### src/rtl/dual_sram_bist_pkg.sv
// Shared types and helpers for the dual-port SRAM March C- BIST controller:
// controller states, march direction, background patterns and the per-element
// operation table.
package dual_sram_bist_pkg;

    // Widest data word the background helper can produce.
    localparam int MAX_WIDTH = 64;

    typedef enum logic [3:0] {
        ST_IDLE,
        ST_M0,
        ST_M1,
        ST_M2,
        ST_M3,
        ST_M4,
        ST_M5,
        ST_XP,
        ST_DRAIN,
        ST_DONE
    } state_e;

    typedef enum logic {
        DIR_UP   = 1'b0,
        DIR_DOWN = 1'b1
    } dir_e;

    typedef enum logic [1:0] {
        BG_Z,   // all zeros
        BG_O,   // all ones
        BG_P    // alternating 1010..., MSB = 1
    } bg_e;

    // Operations performed at each relative index by one march element.
    typedef struct packed {
        logic has_rd;
        bg_e  rd_bg;
        logic has_wr;
        bg_e  wr_bg;
        dir_e dir;
    } march_elem_t;

    // Background word of the requested kind, 'width' bits wide, zero above.
    function automatic logic [MAX_WIDTH-1:0] background(input bg_e bg, input int width);
        logic [MAX_WIDTH-1:0] v;
        v = '0;
        for (int i = 0; i < MAX_WIDTH; i++) begin
            if (i < width) begin
                unique case (bg)
                    BG_O:    v[i] = 1'b1;
                    BG_P:    v[i] = ((width - 1 - i) % 2) == 0;
                    default: v[i] = 1'b0;
                endcase
            end
        end
        return v;
    endfunction

    // Address order of a march element: M3 and M4 walk downwards.
    function automatic dir_e elem_dir(input state_e st);
        return (st == ST_M3 || st == ST_M4) ? DIR_DOWN : DIR_UP;
    endfunction

    // March C- operation table.
    function automatic march_elem_t march_elem(input state_e st);
        march_elem_t e;
        e = '{has_rd: 1'b0, rd_bg: BG_Z, has_wr: 1'b0, wr_bg: BG_Z, dir: elem_dir(st)};
        unique case (st)
            ST_M0: e = '{has_rd: 1'b0, rd_bg: BG_Z, has_wr: 1'b1, wr_bg: BG_Z, dir: elem_dir(st)};
            ST_M1: e = '{has_rd: 1'b1, rd_bg: BG_Z, has_wr: 1'b1, wr_bg: BG_O, dir: elem_dir(st)};
            ST_M2: e = '{has_rd: 1'b1, rd_bg: BG_O, has_wr: 1'b1, wr_bg: BG_Z, dir: elem_dir(st)};
            ST_M3: e = '{has_rd: 1'b1, rd_bg: BG_Z, has_wr: 1'b1, wr_bg: BG_O, dir: elem_dir(st)};
            ST_M4: e = '{has_rd: 1'b1, rd_bg: BG_O, has_wr: 1'b1, wr_bg: BG_Z, dir: elem_dir(st)};
            ST_M5: e = '{has_rd: 1'b1, rd_bg: BG_Z, has_wr: 1'b0, wr_bg: BG_Z, dir: elem_dir(st)};
            default: ;
        endcase
        return e;
    endfunction

    // Phase that follows a march element once its last index is done.
    function automatic state_e next_phase(input state_e st);
        state_e n;
        unique case (st)
            ST_M0:   n = ST_M1;
            ST_M1:   n = ST_M2;
            ST_M2:   n = ST_M3;
            ST_M3:   n = ST_M4;
            ST_M4:   n = ST_M5;
            ST_M5:   n = ST_XP;
            default: n = ST_IDLE;
        endcase
        return n;
    endfunction

endpackage

### src/rtl/dual_sram_bist_check.sv
// Read-compare stage for both SRAM ports: holds the expectation of each read
// for one cycle, compares it with the returned data, counts mismatches
// (saturating) and captures the first failing address and port.
module dual_sram_bist_check #(
    parameter int WIDTH      = 8,
    parameter int ADDR_WIDTH = 3
) (
    input  logic                  clk,
    input  logic                  reset,
    input  logic                  clear,
    input  logic                  rd_valid_a,
    input  logic [WIDTH-1:0]      rd_exp_a,
    input  logic [ADDR_WIDTH-1:0] rd_addr_a,
    input  logic                  rd_valid_b,
    input  logic [WIDTH-1:0]      rd_exp_b,
    input  logic [ADDR_WIDTH-1:0] rd_addr_b,
    input  logic [WIDTH-1:0]      data_out_a,
    input  logic [WIDTH-1:0]      data_out_b,
    output logic [7:0]            err_count,
    output logic [ADDR_WIDTH-1:0] fail_addr,
    output logic                  fail_port,
    output logic                  any_fail
);

    typedef struct packed {
        logic                  valid;
        logic [WIDTH-1:0]      expected;
        logic [ADDR_WIDTH-1:0] addr;
        logic                  port;
    } pend_t;

    pend_t      pend_a;
    pend_t      pend_b;
    logic       mism_a;
    logic       mism_b;
    logic [8:0] err_sum;

    // Capture the expectation of this cycle's reads; compared next cycle.
    always_ff @(posedge clk) begin
        // NOTE: non-blocking assignments so every register samples pre-edge values.
        if (reset || clear) begin
            // NOTE: payload fields are cleared along with valid; it costs little and keeps X out of the compare.
            pend_a <= '0;
            pend_b <= '0;
        end else begin
            pend_a <= '{valid: rd_valid_a, expected: rd_exp_a, addr: rd_addr_a, port: 1'b0};
            pend_b <= '{valid: rd_valid_b, expected: rd_exp_b, addr: rd_addr_b, port: 1'b1};
        end
    end

    assign mism_a = pend_a.valid && (data_out_a != pend_a.expected);
    assign mism_b = pend_b.valid && (data_out_b != pend_b.expected);

    // Both ports can fail in one cycle, so the count may step by two.
    always_comb err_sum = {1'b0, err_count} + {8'd0, mism_a} + {8'd0, mism_b};

    // Error count and first-fail capture; port A wins a same-cycle tie.
    always_ff @(posedge clk) begin
        if (reset || clear) begin
            err_count <= '0;
            fail_addr <= '0;
            fail_port <= 1'b0;
            any_fail  <= 1'b0;
        end else begin
            err_count <= err_sum[8] ? 8'hFF : err_sum[7:0];
            if (!any_fail && (mism_a || mism_b)) begin
                any_fail  <= 1'b1;
                fail_addr <= mism_a ? pend_a.addr : pend_b.addr;
                fail_port <= mism_a ? pend_a.port : pend_b.port;
            end
        end
    end

endmodule

### src/rtl/dual_sram_bist.sv
// March C- BIST controller for the dual-port SRAM. Both ports run the march
// concurrently over disjoint address halves, then a cross-port phase writes
// each word through A and reads it back through B.
module dual_sram_bist
    import dual_sram_bist_pkg::*;
#(
    parameter int WIDTH      = 8,
    parameter int DEPTH      = 8,
    parameter int ADDR_WIDTH = $clog2(DEPTH)
) (
    input  logic                  clk,
    input  logic                  reset,
    input  logic                  start,
    output logic                  busy,
    output logic                  done,
    output logic                  pass,
    output logic                  fail,
    output logic [7:0]            err_count,
    output logic [ADDR_WIDTH-1:0] fail_addr,
    output logic                  fail_port,
    output logic                  chip_sel,
    output logic                  read_ena_a,
    output logic                  read_ena_b,
    output logic [ADDR_WIDTH-1:0] address_a,
    output logic [ADDR_WIDTH-1:0] address_b,
    output logic [WIDTH-1:0]      data_in_a,
    output logic [WIDTH-1:0]      data_in_b,
    input  logic [WIDTH-1:0]      data_out_a,
    input  logic [WIDTH-1:0]      data_out_b
);

    localparam logic [ADDR_WIDTH-1:0] HALF     = ADDR_WIDTH'(DEPTH / 2);
    localparam logic [ADDR_WIDTH-1:0] LAST_REL = ADDR_WIDTH'(DEPTH / 2 - 1);
    localparam logic [ADDR_WIDTH-1:0] LAST_ABS = ADDR_WIDTH'(DEPTH - 1);

    function automatic logic [WIDTH-1:0] bg_word(input bg_e bg);
        return WIDTH'(background(bg, WIDTH));
    endfunction

    state_e                state, state_next;
    logic [ADDR_WIDTH-1:0] idx, idx_next;    // relative index in march, absolute in XP
    logic                  sub, sub_next;    // 0 = read step, 1 = write step of a pair
    march_elem_t           elem;
    state_e                phase_after;
    logic                  do_read, do_write, last_op, last_idx;
    logic                  rd_valid_a, rd_valid_b;
    logic [WIDTH-1:0]      rd_exp_a, rd_exp_b;
    logic                  start_accept;
    logic                  any_fail;

    assign start_accept = (state == ST_IDLE) && start;

    // Sequencer registers.
    always_ff @(posedge clk) begin
        if (reset) begin
            state <= ST_IDLE;
            idx   <= '0;
            sub   <= 1'b0;
        end else begin
            state <= state_next;
            idx   <= idx_next;
            sub   <= sub_next;
        end
    end

    // Next-state sequencing and SRAM/compare drive for the current step.
    always_comb begin
        // NOTE: every output gets a default first so no path infers a latch.
        state_next  = state;
        idx_next    = idx;
        sub_next    = sub;
        busy        = 1'b0;
        done        = 1'b0;
        chip_sel    = 1'b0;
        read_ena_a  = 1'b1;
        read_ena_b  = 1'b1;
        address_a   = '0;
        address_b   = '0;
        data_in_a   = '0;
        data_in_b   = '0;
        rd_valid_a  = 1'b0;
        rd_valid_b  = 1'b0;
        rd_exp_a    = '0;
        rd_exp_b    = '0;
        elem        = march_elem(state);
        phase_after = next_phase(state);
        do_read     = 1'b0;
        do_write    = 1'b0;
        last_op     = 1'b0;
        last_idx    = 1'b0;

        unique case (state)
            ST_IDLE: begin
                if (start) begin
                    state_next = ST_M0;
                    idx_next   = '0;
                    sub_next   = 1'b0;
                end
            end

            ST_M0, ST_M1, ST_M2, ST_M3, ST_M4, ST_M5: begin
                busy      = 1'b1;
                chip_sel  = 1'b1;
                address_a = idx;
                address_b = idx + HALF;
                // Read/write elements take two cycles per index: read, then write.
                do_read   = elem.has_rd && !sub;
                do_write  = elem.has_wr && (sub || !elem.has_rd);
                last_op   = !(elem.has_rd && elem.has_wr) || sub;
                last_idx  = (elem.dir == DIR_UP) ? (idx == LAST_REL) : (idx == '0);
                if (do_read) begin
                    rd_valid_a = 1'b1;
                    rd_valid_b = 1'b1;
                    rd_exp_a   = bg_word(elem.rd_bg);
                    rd_exp_b   = bg_word(elem.rd_bg);
                end
                if (do_write) begin
                    read_ena_a = 1'b0;
                    read_ena_b = 1'b0;
                    data_in_a  = bg_word(elem.wr_bg);
                    data_in_b  = bg_word(elem.wr_bg);
                end
                if (last_op) begin
                    sub_next = 1'b0;
                    if (last_idx) begin
                        state_next = phase_after;
                        idx_next   = (elem_dir(phase_after) == DIR_DOWN) ? LAST_REL : '0;
                    end else begin
                        idx_next = (elem.dir == DIR_UP) ? idx + 1'b1 : idx - 1'b1;
                    end
                end else begin
                    sub_next = 1'b1;
                end
            end

            ST_XP: begin
                busy      = 1'b1;
                chip_sel  = 1'b1;
                address_a = idx;
                address_b = idx;
                if (!sub) begin
                    // A writes the pattern; B idles as an unchecked read.
                    read_ena_a = 1'b0;
                    data_in_a  = bg_word(BG_P);
                    sub_next   = 1'b1;
                end else begin
                    rd_valid_b = 1'b1;
                    rd_exp_b   = bg_word(BG_P);
                    sub_next   = 1'b0;
                    if (idx == LAST_ABS) begin
                        state_next = ST_DRAIN;
                        idx_next   = '0;
                    end else begin
                        idx_next = idx + 1'b1;
                    end
                end
            end

            ST_DRAIN: begin
                // Final XP read is compared in this cycle.
                busy       = 1'b1;
                state_next = ST_DONE;
            end

            ST_DONE: begin
                done       = 1'b1;
                state_next = ST_IDLE;
            end

            default: state_next = ST_IDLE;
        endcase
    end

    dual_sram_bist_check #(
        .WIDTH      (WIDTH),
        .ADDR_WIDTH (ADDR_WIDTH)
    ) u_check (
        .clk        (clk),
        .reset      (reset),
        .clear      (start_accept),
        .rd_valid_a (rd_valid_a),
        .rd_exp_a   (rd_exp_a),
        .rd_addr_a  (address_a),
        .rd_valid_b (rd_valid_b),
        .rd_exp_b   (rd_exp_b),
        .rd_addr_b  (address_b),
        .data_out_a (data_out_a),
        .data_out_b (data_out_b),
        .err_count  (err_count),
        .fail_addr  (fail_addr),
        .fail_port  (fail_port),
        .any_fail   (any_fail)
    );

    // Verdict: cleared on start, set as the run completes.
    always_ff @(posedge clk) begin
        if (reset || start_accept) begin
            pass <= 1'b0;
            fail <= 1'b0;
        end else if (state == ST_DONE) begin
            pass <= !any_fail;
            fail <= any_fail;
        end
    end

endmodule

### config.mk
export PLATFORM = sky130hd
export DESIGN_NAME = dual_sram_bist
export DESIGN_NICKNAME = d
export VERILOG_FILES = /design/src/rtl/dual_sram_bist_pkg.sv /design/src/rtl/dual_sram_bist_check.sv /design/src/rtl/dual_sram_bist.sv
export SDC_FILE = /design/constraint.sdc
export NUM_CORES = 1
export LEC_CHECK = 0
export BUFFER_PORTS_ARGS = -buffer_cell sky130_fd_sc_hd__buf_2
export CAP_MARGIN = 10
export CORE_UTILIZATION = 54
export CTS_CLUSTER_SIZE = 25
export DETAILED_ROUTE_END_ITERATION = 12
export PLACE_DENSITY_LB_ADDON = 0.25
export SETUP_SLACK_MARGIN = 0.15
export SYNTH_ARGS = -nofsm -noshare
export SYNTH_HDL_FRONTEND = slang
export SYNTH_HIERARCHICAL = 1
export SYNTH_SLANG_ARGS = --single-unit
### constraint.sdc
create_clock -name clk -period 3 [get_ports clk]
set_input_delay 0.6 -clock clk [delete_from_list [all_inputs] [get_ports clk]]
set_output_delay 0.6 -clock clk [all_outputs]
set_load 0.1 [all_outputs]
==> impl_metrics.ini, run 1 <==
[detailed_routing]
vias = 2208
initialDrtViolationCount = 120
dr_wl_met2_um = 2860
wl_met3_um = 190
wl_um = 5490
route.detailed.drc = 0
ant_nets = 0
viasPerCell = 5.56
wire_per_inst_um = 13.8
top_layer = met4
wl_met1_um = 2380
drtPass1Iterations = 4

[worst_setup_path]
worstRegToRegCells = 7
cp.arrival_ns = 2.17
cp.required_ns = 2.40
rrSetupSlack_ns = 0.64
crit_path_start_kind = flop
critical_path.max_stage_delay_ns = 0.53
critPathCaptureType = output pin
crit_type = reg -> out
reg2reg_from = state[2]
crit_fanout = 9
cp_num_buf_inv = 1
slowest_stage = dfxtp_1
path_cells = xor2_1, nand2_1, nor3_2, clkbuf_4
path_delay_family = simple AND/OR/NAND/NOR gates
regToRegEndpoint = u_check/pend_a[3]

[synthesis]
synthesis.area_um2 = 2600
synth_fp_nets = 329
synth.most_common_cell = dfxtp_1
netlist_instances = 303
ys_warn_count = 6
ys_seq_area_share_pct = 36.9
ys_ff_latch = 48
postSynthAreaPerCell_um2 = 8.59
synth_edf_count = 0
async_flop_share_pct = 0
synth_largest_area_cell = dfxtp_1
synthTopCellsByCount = dfxtp_1, and2_1, nor2_1, xnor2_1, nor3_1
synthDistinctLibCells = 52
yosys.area.top_type_share_pct = 36.9
synth_area_leaders = dfxtp_1, xnor2_1, and2_1
yosys_most_used_dff = dfxtp_1

[run]
drv_cap = 0

[grt]
grt_antenna_before_repair = 0
grt_pass1_vias = 2004
overflow = 0
grt_start_max_net_pins = 29
grt_pass1_wl_um = 9340
grtUsageTotal_pct = 23.0

[clock_network]
clk_pin_slew_ns = 0.09
h-tree-depth = 2
cts_num_sinks = 48
cts_setup_buffers = 0
clock_path_buffers = 2
cts_tree = yes
cts_hold_buf = 0
clk_latency_ns = 0.30
root_buffer = clkbuf_8
numCtsBuffers = 5

[timing]
fin_crit_ns = 2.77
hold_viol = 0
fin_worst_skew_ns = 0.00809
final_max_slew_viol_count = 0
rsz0062_at_grt = true
worst_pin_slew_ns = 0.816
timing.fmax_ghz = 0.362
setup_viol = 0
maxSlewHeadroom_pct = 45.5
fin_crit_sh_pct = 92.2
finalWorstSetupSlack_ns = 0.234
whs_ns = 0.486

[hold_path]
hp-class = reg -> reg
min_path_cells = 1
hold_path_end = u_check/err_count[4]
hold_start = u_check/err_count[4]

[cells_and_area]
syn_to_final_growth_pct = 16.3
drive_gt1_share_pct = 24.1
n_antenna_cell = 0
final_nets = 370
stdcell_area_um2 = 3030

[run_status]
outcome = finished clean

[floorplanning]
die_h_um = 71.4
core-area_um2 = 4500
io_pins = 60
std_cell_rows = 24
dieWidth_um = 71.4
start_util_pct = 57.8
die-area_um2 = 5100

[power_and_ir_drop]
power_switching_w = 0.000957
power_leakage_nw = 1.37
p_comb_share_pct = 43.7
p_per_area_nw_per_um2 = 740
p_sw_share_pct = 42.7
power_frac_seq_pct = 31.6
peakVddDrop_v = 0.000609
power.internal_w = 0.00128
report.power.total_w = 0.00224
clkPwrFrac_pct = 24.7

[placed_design]
port_buffers = 59
placed_cell_area_um2 = 2860
routabilityCongestion = 0.843
hpwl_um = 4050
pre_cts_ws_ns = 0.300
[cell families after synthesis]
| logic type | count (synthesis) | synth area share (%) |
|---|---|---|
| AO/OA/AOI/OAI | 55 | 15.2 |
| XOR/XNOR | 22 | 7.40 |
| flip-flops | 48 | 36.9 |
| buffers and inverters | 47 | 9.47 |
| adder cells (fa/ha/maj) | 7 | 3.65 |
| AND/OR/NAND/NOR | 118 | 25.1 |
| multiplexers | 6 | 2.31 |
[flip-flops by register name, summed over array words and instances (netlist names)]
register	count
u_check/fail_addr	3
u_check/err_count	8
sub	1
u_check/pend_a	12
idx	3
u_check/fail_port	1
fail	1
state	4
u_check/pend_b	13
pass	1
u_check/any_fail	1
[power by group through the flow]
stage	clock, W	combinational (W)	sequential [W]
2_1_floorplan	0	0.000733	0.000770
3_3_place_gp	0	0.000966	0.000721
3_5_place_dp	0	0.000971	0.000722
4_1_cts	0.000564	0.000977	0.000708
5_1_grt	0.000590	0.00105	0.000713
6_report	0.000554	0.000980	0.000708
[layout by cell type, fill, tap and decap left out, types with 4 or more instances in the layout]
cell,netlist,routed
o21ai_0,9,9
and2_1,25,25
or3_1,4,4
buf_4,15,11
nand3_1,8,8
nor3_1,16,14
clkbuf_8,0,5
inv_1,14,14
xnor2_1,18,18
xor2_1,4,4
dfxtp_1,48,48
mux2i_1,6,6
nand2_1,15,15
clkbuf_4,0,9
and3_1,6,6
buf_2,5,46
nand4_1,4,4
nor2b_1,4,4
a21oi_1,12,12
ha_1,6,6
nor2_1,18,18
nand2b_1,5,5
[cell type report]
| class | count | area, µm² |
|---|---|---|
| multi-input cells | 208 | 1410 |
| repair buffers | 67 | 400 |
| clock inverters | 3 | 68.8 |
| well taps | 52 | 65.1 |
| inverters | 14 | 52.6 |
| fillers | 406 | 1480 |
| clock buffers | 5 | 68.8 |
| flip-flops and latches | 48 | 961 |
[per-layer routing]
layer  track usage (%)  up-vias
li1                  -     1122
met1              29.4     1031
met2              40.4       48
met3              3.38        7
met4              6.44        0
met5                 0        -
[through the flow]
stage | TNS [ns] | std cells | util, %
6_report | 0 | 397 | 67.3
5_1_grt | 0 | 397 | 67.3
4_1_cts | 0 | 397 | 66.6
3_5_place_dp | 0 | 389 | 63.5
3_3_place_gp | 0 | 389 | 63.5
2_1_floorplan | -11.12 | 303 | -
[how the worst max path moves through the flow]
stage                            to          start  depth (start not counted)  slack [ns]
6_report               data_in_b[1]       state[2]                          4        0.23
5_1_grt                data_in_b[3]       state[2]                          4        0.08
4_1_cts                data_in_a[3]       state[2]                          5        0.23
3_5_place_dp   u_check/err_count[6]  data_out_a[1]                         10        0.30
3_3_place_gp   u_check/err_count[6]  data_out_a[1]                         10        0.34
2_1_floorplan          address_a[0]       state[3]                          4       -0.60
[repair_timing]
action,CTS,global route
endpoints found under the hold margin,0,0
setup endpoints to repair,0,12
resized for setup,0,15
(Power assumes the default switching activity.)
==> run 2, diff against run 1 <==
--- a/config.mk
+++ b/config.mk
@@ -7,12 +7,11 @@
 export LEC_CHECK = 0
 export BUFFER_PORTS_ARGS = -buffer_cell sky130_fd_sc_hd__buf_2
 export CAP_MARGIN = 10
-export CORE_UTILIZATION = 54
+export CORE_UTILIZATION = 51
 export CTS_CLUSTER_SIZE = 25
 export DETAILED_ROUTE_END_ITERATION = 12
 export PLACE_DENSITY_LB_ADDON = 0.25
 export SETUP_SLACK_MARGIN = 0.15
 export SYNTH_ARGS = -nofsm -noshare
 export SYNTH_HDL_FRONTEND = slang
-export SYNTH_HIERARCHICAL = 1
 export SYNTH_SLANG_ARGS = --single-unit
==> run 2 against run 1 <==
  * Largest power group unchanged
  * Die area shrank 19%
  * Critical path type unchanged
  * Combinational power up 33%
  * Final cell count shrank 13%
  * Register-to-register slack improved by 0.13 ns
  * First-iteration DRC count is 28% lower
==> impl_metrics.ini, run 2 <==
[run_status]
outcome = finished clean

[detailed_routing]
wl_um = 4390
ant_nets = 0
initialDrtViolationCount = 86
viasPerCell = 5.59
route.detailed.drc = 0
wire_per_inst_um = 12.8
drtPass1Iterations = 5
vias = 1924

[floorplanning]
start_util_pct = 54.0
dieWidth_um = 64.5
die_h_um = 64.5
core-area_um2 = 3690
std_cell_rows = 22
die-area_um2 = 4160
io_pins = 60

[worst_setup_path]
crit_fanout = 20
cp.arrival_ns = 2.12
crit_path_start_kind = flop
slowest_stage = dfxtp_2
critPathCaptureType = output pin
critical_path.max_stage_delay_ns = 0.51
cp.required_ns = 2.40
path_cells = nor2b_1, o21ai_2, o22a_1, nor2_4, buf_2
crit_type = reg -> out

[timing]
fin_crit_ns = 2.72
fin_worst_skew_ns = 0.00492
timing.setup.tns_ns = 0
rsz0062_at_grt = true
setup_viol = 0
worst_pin_slew_ns = 0.505
finalWorstSetupSlack_ns = 0.283
timing.fmax_ghz = 0.368
maxSlewHeadroom_pct = 66.3
fin_crit_sh_pct = 90.6
hold_viol = 0
final_max_slew_viol_count = 0
whs_ns = 0.496

[clock_network]
clock_path_buffers = 2
clk_pin_slew_ns = 0.07
clk_latency_ns = 0.28
h-tree-depth = 2
numCtsBuffers = 5
cts_num_sinks = 35
cts_tree = yes
root_buffer = clkbuf_8

[synthesis]
synthesis.area_um2 = 1990
netlist_instances = 247
postSynthAreaPerCell_um2 = 8.06
async_flop_share_pct = 0
yosys.area.top_type_share_pct = 35.2
synthTopCellsByCount = dfxtp_1, a21oi_1, nor2_1
synth_edf_count = 0
ys_seq_area_share_pct = 35.2
synth_area_leaders = dfxtp_1, a21oi_1, buf_4
ys_warn_count = 0
synthDistinctLibCells = 51
synth_fp_nets = 273
ys_ff_latch = 35
synth_largest_area_cell = dfxtp_1
yosys_most_used_dff = dfxtp_1
synth.most_common_cell = dfxtp_1

[power_and_ir_drop]
power_leakage_nw = 1.05
peakVddDrop_v = 0.000696
p_per_area_nw_per_um2 = 908

[placed_design]
routabilityCongestion = 0.799
hpwl_um = 3240
pre_cts_ws_ns = 0.365
port_buffers = 59

[grt]
grt_pass1_wl_um = 7180
grt_antenna_before_repair = 0
grt_pass1_vias = 1655
grtUsageTotal_pct = 22.5
overflow = 0
grt_start_max_net_pins = 21

[cells_and_area]
final_util_pct = 65.7
drive_gt1_share_pct = 30.1
layout_commonest_cell = buf_2
largest_register_ff_count = 8
mostFrequentLayoutCells = buf_2, dfxtp_1, a21oi_1
final_nets = 322
n_antenna_cell = 0
regMostFlops = u_check.err_count
fillers = 324
syn_to_final_growth_pct = 21.8
top_regs = u_check.err_count: 8 flops, u_check.pend_b: 7 flops, u_check.pend_a: 5 flops

[run]
drv_cap = 0

[hold_path]
hp-class = reg -> reg
-- run 2: cell families (layout without fill, tap and decap cells) --
| logic type | after synthesis | in the layout | share of synthesized area (%) |
|---|---|---|---|
| AO/OA/AOI/OAI | 58 | 58 | 18.0 |
| XOR/XNOR | 7 | 7 | 3.08 |
| adder cells (fa/ha/maj) | 7 | 7 | 4.78 |
| buffers and inverters | 40 | 89 | 10.4 |
| flip-flops | 35 | 35 | 35.2 |
| multiplexers | 9 | 9 | 4.78 |
| AND/OR/NAND/NOR | 91 | 91 | 23.8 |
-- run 2: worst paths after layout --
check	cells past startpoint	to	slack, ns	start
max	5	data_in_a[3]	0.28	state[2]
min	2	u_check.fail_port	0.50	u_check.fail_port
max reg2reg	8	u_check.pend_a[10]	0.77	state[2]
min reg2reg	2	u_check.fail_port	0.50	u_check.fail_port
-- run 2: power breakdown --
part	switching (W)	total [W]	leakage, nW	internal [W]
registers	0.0000535	0.000570	0.284	0.000517
clock network	0.000156	0.000336	0.0470	0.000180
logic	0.000985	0.00130	0.717	0.000312
total	0.00119	0.00220	1.05	0.00101
-- run 2: layout make-up --
cell class | count | area (µm²) | share of cell area [%]
tap | 48 | 60.1 | 2.48
inverter | 14 | 52.6 | 2.17
clock inverter | 1 | 5.00 | 0.206
multi-input combinational | 172 | 1130 | 46.8
sequential | 35 | 702 | 28.9
timing repair buffer | 68 | 388 | 16.0
clock buffer | 6 | 82.6 | 3.41
-- run 2: what timing repair did --
item	4_1_cts	5_1_grt
setup endpoints to repair	13	14
hold buffers	0	0
gates resized for setup	1	11
gates cloned	0	0
setup buffers	0	0
-- run 2: metrics by stage --
step	total power, W	cells	cell area, µm²
final	0.00220	344	2420
after floorplan	0.00167	247	2070
after detailed placement	0.00186	337	2310
after global routing	0.00232	344	2420
after CTS	0.00219	344	2400
after global placement	0.00185	337	2310
-- run 2: layer usage --
layer  share of wire, %  vias up  track usage, %
met3                7.6        4            7.75
met5                  0        -               0
met1                 46      882            27.5
met2                 46       72            36.1
met4               0.71        0            8.89
li1                   -      966               -
-- run 2: worst max-delay path: cells and delay by family, from the launching register on --
kind	cells	cell delay [ns]
DFF	1	0.51
buffers and inverters	1	0.43
and+or+nand+nor	2	0.45
AOI/OAI and AO/OA	2	0.44
